--- config.mk ---
export PLATFORM = sky130hd
export DESIGN_NAME = seg7_scan_drv
export DESIGN_NICKNAME = d
export VERILOG_FILES = /design/src/rtl/seg7_scan_drv.sv
export SDC_FILE = /design/constraint.sdc
export NUM_CORES = 1
export LEC_CHECK = 0
export ABC_AREA = 1
export BUFFER_PORTS_ARGS = -buffer_cell sky130_fd_sc_hd__buf_2
export CAP_MARGIN = 15
export CORE_MARGIN = 4
export CORE_UTILIZATION = 40
export CTS_CLUSTER_DIAMETER = 30
export DETAILED_ROUTE_END_ITERATION = 10
export GPL_TIMING_DRIVEN = 1
export PLACE_DENSITY_LB_ADDON = 0.3
export SYNTH_ARGS = -nofsm -noshare
export SYNTH_HDL_FRONTEND = slang
export SYNTH_SLANG_ARGS = --single-unit
--- constraint.sdc ---
create_clock -name CLOCK_50 -period 1.87 [get_ports CLOCK_50]
set_input_delay 0.374 -clock CLOCK_50 [delete_from_list [all_inputs] [get_ports CLOCK_50]]
set_output_delay 0.374 -clock CLOCK_50 [all_outputs]
set_load 0.1 [all_outputs]
--- src/rtl/seg7_scan_drv.sv ---
`timescale 1ns/1ps
// Six-digit multiplexed 7-seg driver (active-low); outputs lag scan state by 1 cycle, new words apply at frame boundary.
// Back-pressure: in_ready low while a word is pending; it frees at the next frame boundary.
module seg7_scan_drv #(
    parameter int CLK_HZ    = 50_000_000,
    parameter int SCAN_HZ   = 1000,
    parameter int BLANK_CYC = 16,
    parameter int LZ_BLANK  = 1
) (
    input  logic        CLOCK_50,
    input  logic        rst,
    input  logic [31:0] indata_24bit,
    input  logic [5:0]  dp_in,
    input  logic        in_valid,
    output logic        in_ready,
    output logic [7:0]  seg_n,
    output logic [5:0]  dig_n,
    output logic        frame_done
);
    localparam int TICK_MAX = CLK_HZ / SCAN_HZ - 1;
    localparam int CW       = (TICK_MAX > 1) ? $clog2(TICK_MAX + 1) : 1;
    localparam logic [CW-1:0] TICK_MAX_C = CW'(TICK_MAX);
    localparam logic [CW-1:0] BLANK_C    = CW'(BLANK_CYC);

    logic [CW-1:0] r_tick_cnt;
    logic [2:0]    r_idx;
    logic [23:0]   r_disp_dat;
    logic [5:0]    r_disp_dp;
    logic [23:0]   r_pend_dat;
    logic [5:0]    r_pend_dp;
    logic          r_pend_full;
    logic [7:0]    r_seg_n;
    logic [5:0]    r_dig_n;
    logic          r_frame_done;

    logic          w_tick;
    logic          w_frame;
    logic [3:0]    w_nib;
    logic [6:0]    w_hex;
    logic [5:0]    w_lz;
    logic          w_blank;
    logic          w_unused;

    assign w_unused = &{1'b0, indata_24bit[31:24]};
    assign w_tick   = (r_tick_cnt == TICK_MAX_C);
    assign w_frame  = w_tick && (r_idx == 3'd5);
    assign w_nib    = r_disp_dat[{r_idx, 2'b00} +: 4];

    always_comb begin
        w_hex = 7'h7F;
        case (w_nib)
            4'h0: w_hex = 7'h40;
            4'h1: w_hex = 7'h79;
            4'h2: w_hex = 7'h24;
            4'h3: w_hex = 7'h30;
            4'h4: w_hex = 7'h19;
            4'h5: w_hex = 7'h12;
            4'h6: w_hex = 7'h02;
            4'h7: w_hex = 7'h78;
            4'h8: w_hex = 7'h00;
            4'h9: w_hex = 7'h10;
            4'hA: w_hex = 7'h08;
            4'hB: w_hex = 7'h03;
            4'hC: w_hex = 7'h46;
            4'hD: w_hex = 7'h21;
            4'hE: w_hex = 7'h06;
            4'hF: w_hex = 7'h0E;
            default: w_hex = 7'h7F;
        endcase
    end

    // w_lz[k]: nibble k and all higher nibbles are zero; digit 0 always shown
    always_comb begin
        w_lz    = 6'b0;
        w_lz[5] = (r_disp_dat[23:20] == 4'h0);
        for (int k = 4; k >= 1; k--)
            w_lz[k] = w_lz[k+1] && (r_disp_dat[k*4 +: 4] == 4'h0);
        w_lz[0] = 1'b0;
        w_blank = (LZ_BLANK != 0) && w_lz[r_idx];
    end

    always_ff @(posedge CLOCK_50) begin
        if (rst) begin
            r_tick_cnt   <= '0;
            r_idx        <= 3'd0;
            r_disp_dat   <= 24'h0;
            r_disp_dp    <= 6'h0;
            r_pend_dat   <= 24'h0;
            r_pend_dp    <= 6'h0;
            r_pend_full  <= 1'b0;
            r_seg_n      <= 8'hFF;
            r_dig_n      <= 6'h3F;
            r_frame_done <= 1'b0;
        end else begin
            r_tick_cnt   <= w_tick ? '0 : r_tick_cnt + 1'b1;
            if (w_tick)
                r_idx <= (r_idx == 3'd5) ? 3'd0 : r_idx + 3'd1;
            r_frame_done <= w_frame;

            // Capture is only possible with pending empty, so it never collides with the swap
            if (w_frame && r_pend_full) begin
                r_disp_dat  <= r_pend_dat;
                r_disp_dp   <= r_pend_dp;
                r_pend_full <= 1'b0;
            end else if (in_valid && !r_pend_full) begin
                r_pend_dat  <= indata_24bit[23:0];
                r_pend_dp   <= dp_in;
                r_pend_full <= 1'b1;
            end

            if (r_tick_cnt < BLANK_C) begin
                r_seg_n <= 8'hFF;
                r_dig_n <= 6'h3F;
            end else begin
                r_seg_n <= {~r_disp_dp[r_idx], w_blank ? 7'h7F : w_hex};
                r_dig_n <= ~(6'b000001 << r_idx);
            end
        end
    end

    assign in_ready   = !r_pend_full;
    assign seg_n      = r_seg_n;
    assign dig_n      = r_dig_n;
    assign frame_done = r_frame_done;
endmodule

After elaboration in Yosys (flattened, before gate mapping)
Memory sizes are Yosys's and may differ from the RTL's. A register that Yosys moved wholly into a read port is not among the register bits.
Index checks and enable logic that the tools add are counted.
{"block": "classes", "n_eq_ne": 2, "n_addsub": 2, "bitwise": 3, "n_reduce_logical": 18, "magnitude_cmp": 2, "shift": 2, "muxes": 5}
{"op": "24-bit by 6-bit variable part select with 4-bit output", "count": 1}
{"op": "4-bit zero test", "count": 5}
{"op": "16-bit by 1-bit adder with 16-bit output (second input constant)", "count": 1}
{"op": "16-bit equality test (second input constant)", "count": 1}
{"op": "16-bit by 5-bit less-than comparator with 1-bit output (second input constant)", "count": 1}
{"op": "1-bit logical AND", "count": 7}
{"op": "1-bit binary-select mux with 3-bit select", "count": 2}
{"op": "6-bit NOT", "count": 1}
{"op": "2-bit OR reduction", "count": 3}
{"op": "1-bit by 3-bit << shifter with 6-bit output (first input constant)", "count": 1}
{"op": "3-bit by 4-bit less-than comparator with 1-bit output (second input constant)", "count": 1}
{"op": "3-bit by 1-bit adder with 3-bit output (second input constant)", "count": 1}
{"op": "3-bit equality test (second input constant)", "count": 1}
{"op": "3-bit 2-to-1 mux", "count": 1}
{"op": "3-bit OR reduction", "count": 1}
{"op": "1-bit 2-to-1 mux", "count": 2}
{"op": "1-bit NOT", "count": 2}
{"op": "2-bit AND reduction", "count": 1}
{"op": "1-bit zero test", "count": 1}
{"block": "word_totals", "mem_bits_ro": 112, "reg_bits": 88, "output_inout_bits": 16, "input_bits": 41, "memories": 1}
{"memory": "(no name shown)", "words": 16, "width": 7, "read_ports": 1, "rd_ports_with_merged_regs": 1, "write_ports": 0, "line_no": "51", "source": "case (w_nib)"}

Logic depth before layout (Yosys ltp)
{"block": "depth", "depth_word": 8, "ltp_mapped": 13}

Least setup slack after synthesis
No wires, ideal clock.
{"block": "synth_timing", "path_kind": "flip-flop to flip-flop", "from": "reg r_idx[0]", "to": "reg r_seg_n[0], in the netlist seg_n[0]", "synth_period_minus_slack_ns": 1.713, "setup_slack_ns": 0.157, "path_stages_with_launch": 12, "arrival_ns": 1.584, "n_path_buf": 1, "path_cell_list": "dfxtp_1 -> buf_6 -> o21ai_0 -> nand2_1 -> nand2_1 -> a21oi_2 -> inv_1 -> ha_1 -> nand3_1 -> nand2_1 -> nand2_1 -> nand3_1"}
{"block": "synth_between", "elab_chain_cells": 3}
{"element": "start: declaration", "line_no": "26", "source": "logic [2:0] r_idx;"}
{"element": "start signal: assignment", "line_no": "97", "source": "r_idx <= (r_idx == 3'd5) ? 3'd0 : r_idx + 3'd1;"}
{"element": "1-bit binary-select mux with 3-bit select", "line_no": "79", "source": "w_blank = (LZ_BLANK != 0) && w_lz[r_idx];"}
{"element": "1-bit 2-to-1 mux (implied by the code)", "line_no": "79"}
{"element": "3-bit OR reduction (no source line)"}
{"element": "end: declaration", "line_no": "32", "source": "logic [7:0] r_seg_n;"}
Parallel ways exist; a longest one is shown, timed or not. The select of a mux whose other input is x is not followed.
A chain may end at the register's enable or synchronous reset.

Final worst setup path
{"block": "layout_timing", "from": "reg r_idx[0]", "to": "reg r_seg_n[1], in the netlist seg_n[1]"}
The elaborated chain is that of the path after synthesis.

==> results.txt <==
- Ratio of cells with drive above 1 in the final layout: 0.162
- Largest net degree at the start of global routing: 62
* Clock network power share: 0.408
- TritonCTS built the clock tree.
- Quantity of I/O buffers inserted on ports: 48
* Fraction of power spent switching nets: 0.227
* Summed instance area of the synthesized netlist: 4360 sq um
- FF/Latch Area: 1900 sq um
* Post-Syn Instances: 638
- On the final layout, the worst clock skew is ~11 ps.
* Cell types occupying the most area after synthesis: sky130_fd_sc_hd__dfxtp_1 (44%), sky130_fd_sc_hd__nand2_1 (14%), sky130_fd_sc_hd__nor2_1 (14%)
- Count of pins over their slew limit: 0
- After legalization and detailed placement, the total HPWL measured 6660 um.
* Number of global-route vias before repair: 3573
- For this block, the via count after detailed routing is 3813.
* Buffer levels on the longest clock path: 2
- Setup slack on the worst reg-to-reg path comes out at 90 ps.
- Excluding fillers, the count of instances in the completed layout stands at 832.
- Relative contribution of sequential cells to total power: 0.547
- Residual overflow from global routing: 0
- The most used flip-flop cell after synthesis is sky130_fd_sc_hd__dfxtp_1.
- I/O Pins: 57
* Post-route fraction of the period consumed by the critical path: 0.953
- The share of total power dissipated in combinational logic is 0.045.
- The first detailed-routing pass took 5 iterations.
- The worst pin sits at a relative slew slack of 0.423.
- Type of the worst min-delay path: input port to flip-flop
- In this run the power density over the cells is 766 nW/um^2.
- In this run the number of H-tree levels came out at 3.
- The number of clock buffers added by TritonCTS is 9.
- Max Cap Viol: 0
- Kind of critical path: flip-flop to flip-flop
* Fin util: 0.482
- Clock-pin slew was measured on the worst setup and hold paths at about 100 ps.
- Reg-to-reg critical path endpoint: seg_n[1]
* Syn. warnings: 0
- Multi-input logic area: 2080 sq um
- The initial antenna violation count came to 0.
- Startpoint of the lowest-slack hold path: indata_24bit[19]
* Post-detailed-route wirelength per cell: 11.2 um
- In this run the critical register-to-register path is launched from r_idx[0].
- The region available for standard cell placement spans 10500 sq um.
* Worst Hold Depth: 3
* Sw power: 0.876 mW
* Last weighted congestion value of the routability-driven placer: 0.855
- Cell internal power was estimated by the tool at 2.99 mW.
- Including well taps, the total number of placed cells is 814.
- The root buffer cell chosen for the clock tree is sky130_fd_sc_hd__clkbuf_8.
* Area share of the leading cell type in the synthesized netlist: 0.436
- Final critical path time including I/O delays and setup: 1780 ps
* Data arrival time of the critical path: 2050 ps
- At the worst endpoint, the required time is about 2100 ps.
- In the global route stage, overall resource usage came out at 0.155.
- The final layout contains routed wiring with a total length of 9320 um.
- Insertion delay to the later sink of the worst-skew pair: roughly 360 ps
* Final setup violation count: 0
- Total inserted antenna cells: 0
* Async set-or-reset flop fraction in the synthesized netlist: 0
* Post-synthesis net count: 687
- Horiz. Die Dim: 112 um
- Post-detailed-route DRC marker count: 0
- Final net count: 740
* Static power due to leakage: roughly 2.6 nW
- VDD sags by at most between 0.3 and 0.4 mV.
- Total non-filler cell area in the finished layout: 5040 sq um
- After detailed routing, the number of vias per cell comes to ~4.6.
* Cell taking the most area after synthesis: sky130_fd_sc_hd__dfxtp_1
* Effective utilization at floorplan: 0.417
- STA classifies the critical path endpoint as a flip-flop.
* Number of cells on the worst reg-to-reg path: 11
* Least-Margin Pin Slew: between 800 and 900 ps
- Outcome: finished clean
- Each instance of the synthesized netlist takes up on average 6.84 sq um.
- The synthesized design contains 0 enable-type register cells.
- STA classifies the critical path startpoint as a flip-flop.
- The initialized floorplan defines 37 standard-cell rows.
- The clock net in this run drives a total of 95 sinks.
- The path with the worst hold slack has its endpoint at r_pend_dat[19].
* Die height: 112 um
* Number of fill cells: 1121
* Total placed instance area: 4770 sq um
* Highest clock rate: 561 MHz
- #FFs+latches synth: 95
- Layout overhead on the synthesized area: 15.6%
- Wire length of the first global-routing pass: 16300 um
* Post-route ant nets: 0
* Sequential area share after synthesis: 0.436
- The die covers 12600 sq um.
- In this run the worst path has a maximum fanout of 11.
- Detailed Route Iter0 Violations: 258
- In this run, distinct cell masters in the synthesized netlist total 36.
* Count of endpoints failing hold in the final timing report: 0
critical path, stage by stage (launching register included):
cell,delay [ps]
sky130_fd_sc_hd__dfxtp_2,350
sky130_fd_sc_hd__buf_4,160
sky130_fd_sc_hd__o21ai_0,180
sky130_fd_sc_hd__nand2_1,90
sky130_fd_sc_hd__nand2_2,110
sky130_fd_sc_hd__a21oi_4,80
sky130_fd_sc_hd__buf_4,140
sky130_fd_sc_hd__ha_1,300
sky130_fd_sc_hd__nand2_2,90
sky130_fd_sc_hd__nor2_1,40
sky130_fd_sc_hd__nor2_1,80
sky130_fd_sc_hd__nand2_1,50
how the worst max path moves through the flow:
stage	startpoint	slack, ps	endpoint	cells past startpoint
final	r_idx[0]	90	seg_n[1]	11
after global routing	r_idx[0]	-10	seg_n[1]	12
after CTS	r_idx[0]	5	seg_n[0]	11
after detailed placement	r_idx[0]	20	seg_n[0]	11
after global placement	r_idx[0]	50	seg_n[0]	11
after floorplan	r_idx[0]	160	seg_n[0]	11
cells in the mapped netlist (all sizes together), types with 6 or more instances:
| master | instances |
|---|---|
| a21oi | 13 |
| buf | 10 |
| clkbuf | 12 |
| dfxtp | 95 |
| ha | 8 |
| inv | 71 |
| nand2 | 174 |
| nand3 | 31 |
| nand4 | 6 |
| nor2 | 160 |
| o21ai | 43 |
area by class of cell:
type,instances,area share
Tap cell,136,0.0337
Clock inverter,5,0.0174
Inverter,71,0.0543
Sequential cell,95,0.377
Clock buffer,11,0.0300
Timing Repair Buffer,64,0.0739
Multi-Input combinational cell,450,0.413
registers in the layout, summed over array words and instances (netlist names):
| signal | cells |
|---|---|
| dig_n | 6 |
| frame_done | 1 |
| r_disp_dat | 24 |
| r_disp_dp | 6 |
| r_idx | 3 |
| r_pend_dat | 24 |
| r_pend_dp | 6 |
| r_pend_full | 1 |
| r_tick_cnt | 16 |
| seg_n | 8 |
per-layer routing:
metal / track usage / part of all wire / vias up
met4: 0.0505 / 0.015 / 0
met3: 0.0350 / 0.043 / 12
met5: 0 / 0 / -
met2: 0.235 / 0.43 / 63
met1: 0.217 / 0.51 / 1670
li1: - / - / 2068
logic make-up (layout without fill, tap and decap cells):
logic type,count (synthesis),count (layout),share of synthesized area
compound gates,61,61,0.0769
xor+xnor,3,3,0.00603
fa+ha+maj,8,8,0.0229
buf+inv,93,151,0.0904
flops,95,95,0.436
simple gates,378,378,0.368
through the flow:
stage                     worst slack, ps  power (mW)  hold WS, ps  TNS, ps
after floorplan                       157        2.26          418        0
after global placement               48.8        2.33          427        0
after detailed placement             17.7        2.33          442        0
after CTS                            5.35        3.91          212        0
after global routing                -11.9        4.03          208    -11.9
final                                88.8        3.86          231        0
what timing repair did:
| item | CTS | global route |
|---|---|---|
| setup buffers | 0 | 2 |
| setup endpoints to repair | 0 | 11 |
| gates resized for setup | 0 | 7 |
| hold buffers | 0 | 0 |
cells in the final DEF, fill, tap and decap left out, types with 2 or more instances in the layout:
master and count:
sky130_fd_sc_hd__a21oi_1 9, sky130_fd_sc_hd__a21oi_2 3, sky130_fd_sc_hd__buf_2 48, sky130_fd_sc_hd__buf_4 15, sky130_fd_sc_hd__bufinv_16 2, sky130_fd_sc_hd__clkbuf_8 11
sky130_fd_sc_hd__dfxtp_1 94, sky130_fd_sc_hd__ha_1 6, sky130_fd_sc_hd__ha_2 2, sky130_fd_sc_hd__inv_1 66, sky130_fd_sc_hd__inv_2 3, sky130_fd_sc_hd__inv_6 2
sky130_fd_sc_hd__nand2_1 159, sky130_fd_sc_hd__nand2_2 10, sky130_fd_sc_hd__nand2_4 4, sky130_fd_sc_hd__nand3_1 30, sky130_fd_sc_hd__nand4_1 5, sky130_fd_sc_hd__nor2_1 157
sky130_fd_sc_hd__nor2_2 2, sky130_fd_sc_hd__nor3_1 2, sky130_fd_sc_hd__o211ai_1 2, sky130_fd_sc_hd__o21ai_0 40, sky130_fd_sc_hd__o21ai_1 3, sky130_fd_sc_hd__xor2_1 2
power by group through the flow:
stage / combinational (mW) / clock (mW) / sequential, mW
floorplan: 0.114 / 0 / 2.15
CTS: 0.176 / 1.62 / 2.11
global placement: 0.171 / 0 / 2.16
detailed placement: 0.175 / 0 / 2.16
global route: 0.201 / 1.71 / 2.12
finish: 0.173 / 1.58 / 2.11
Note: power is estimated with default switching activity, not from simulation.
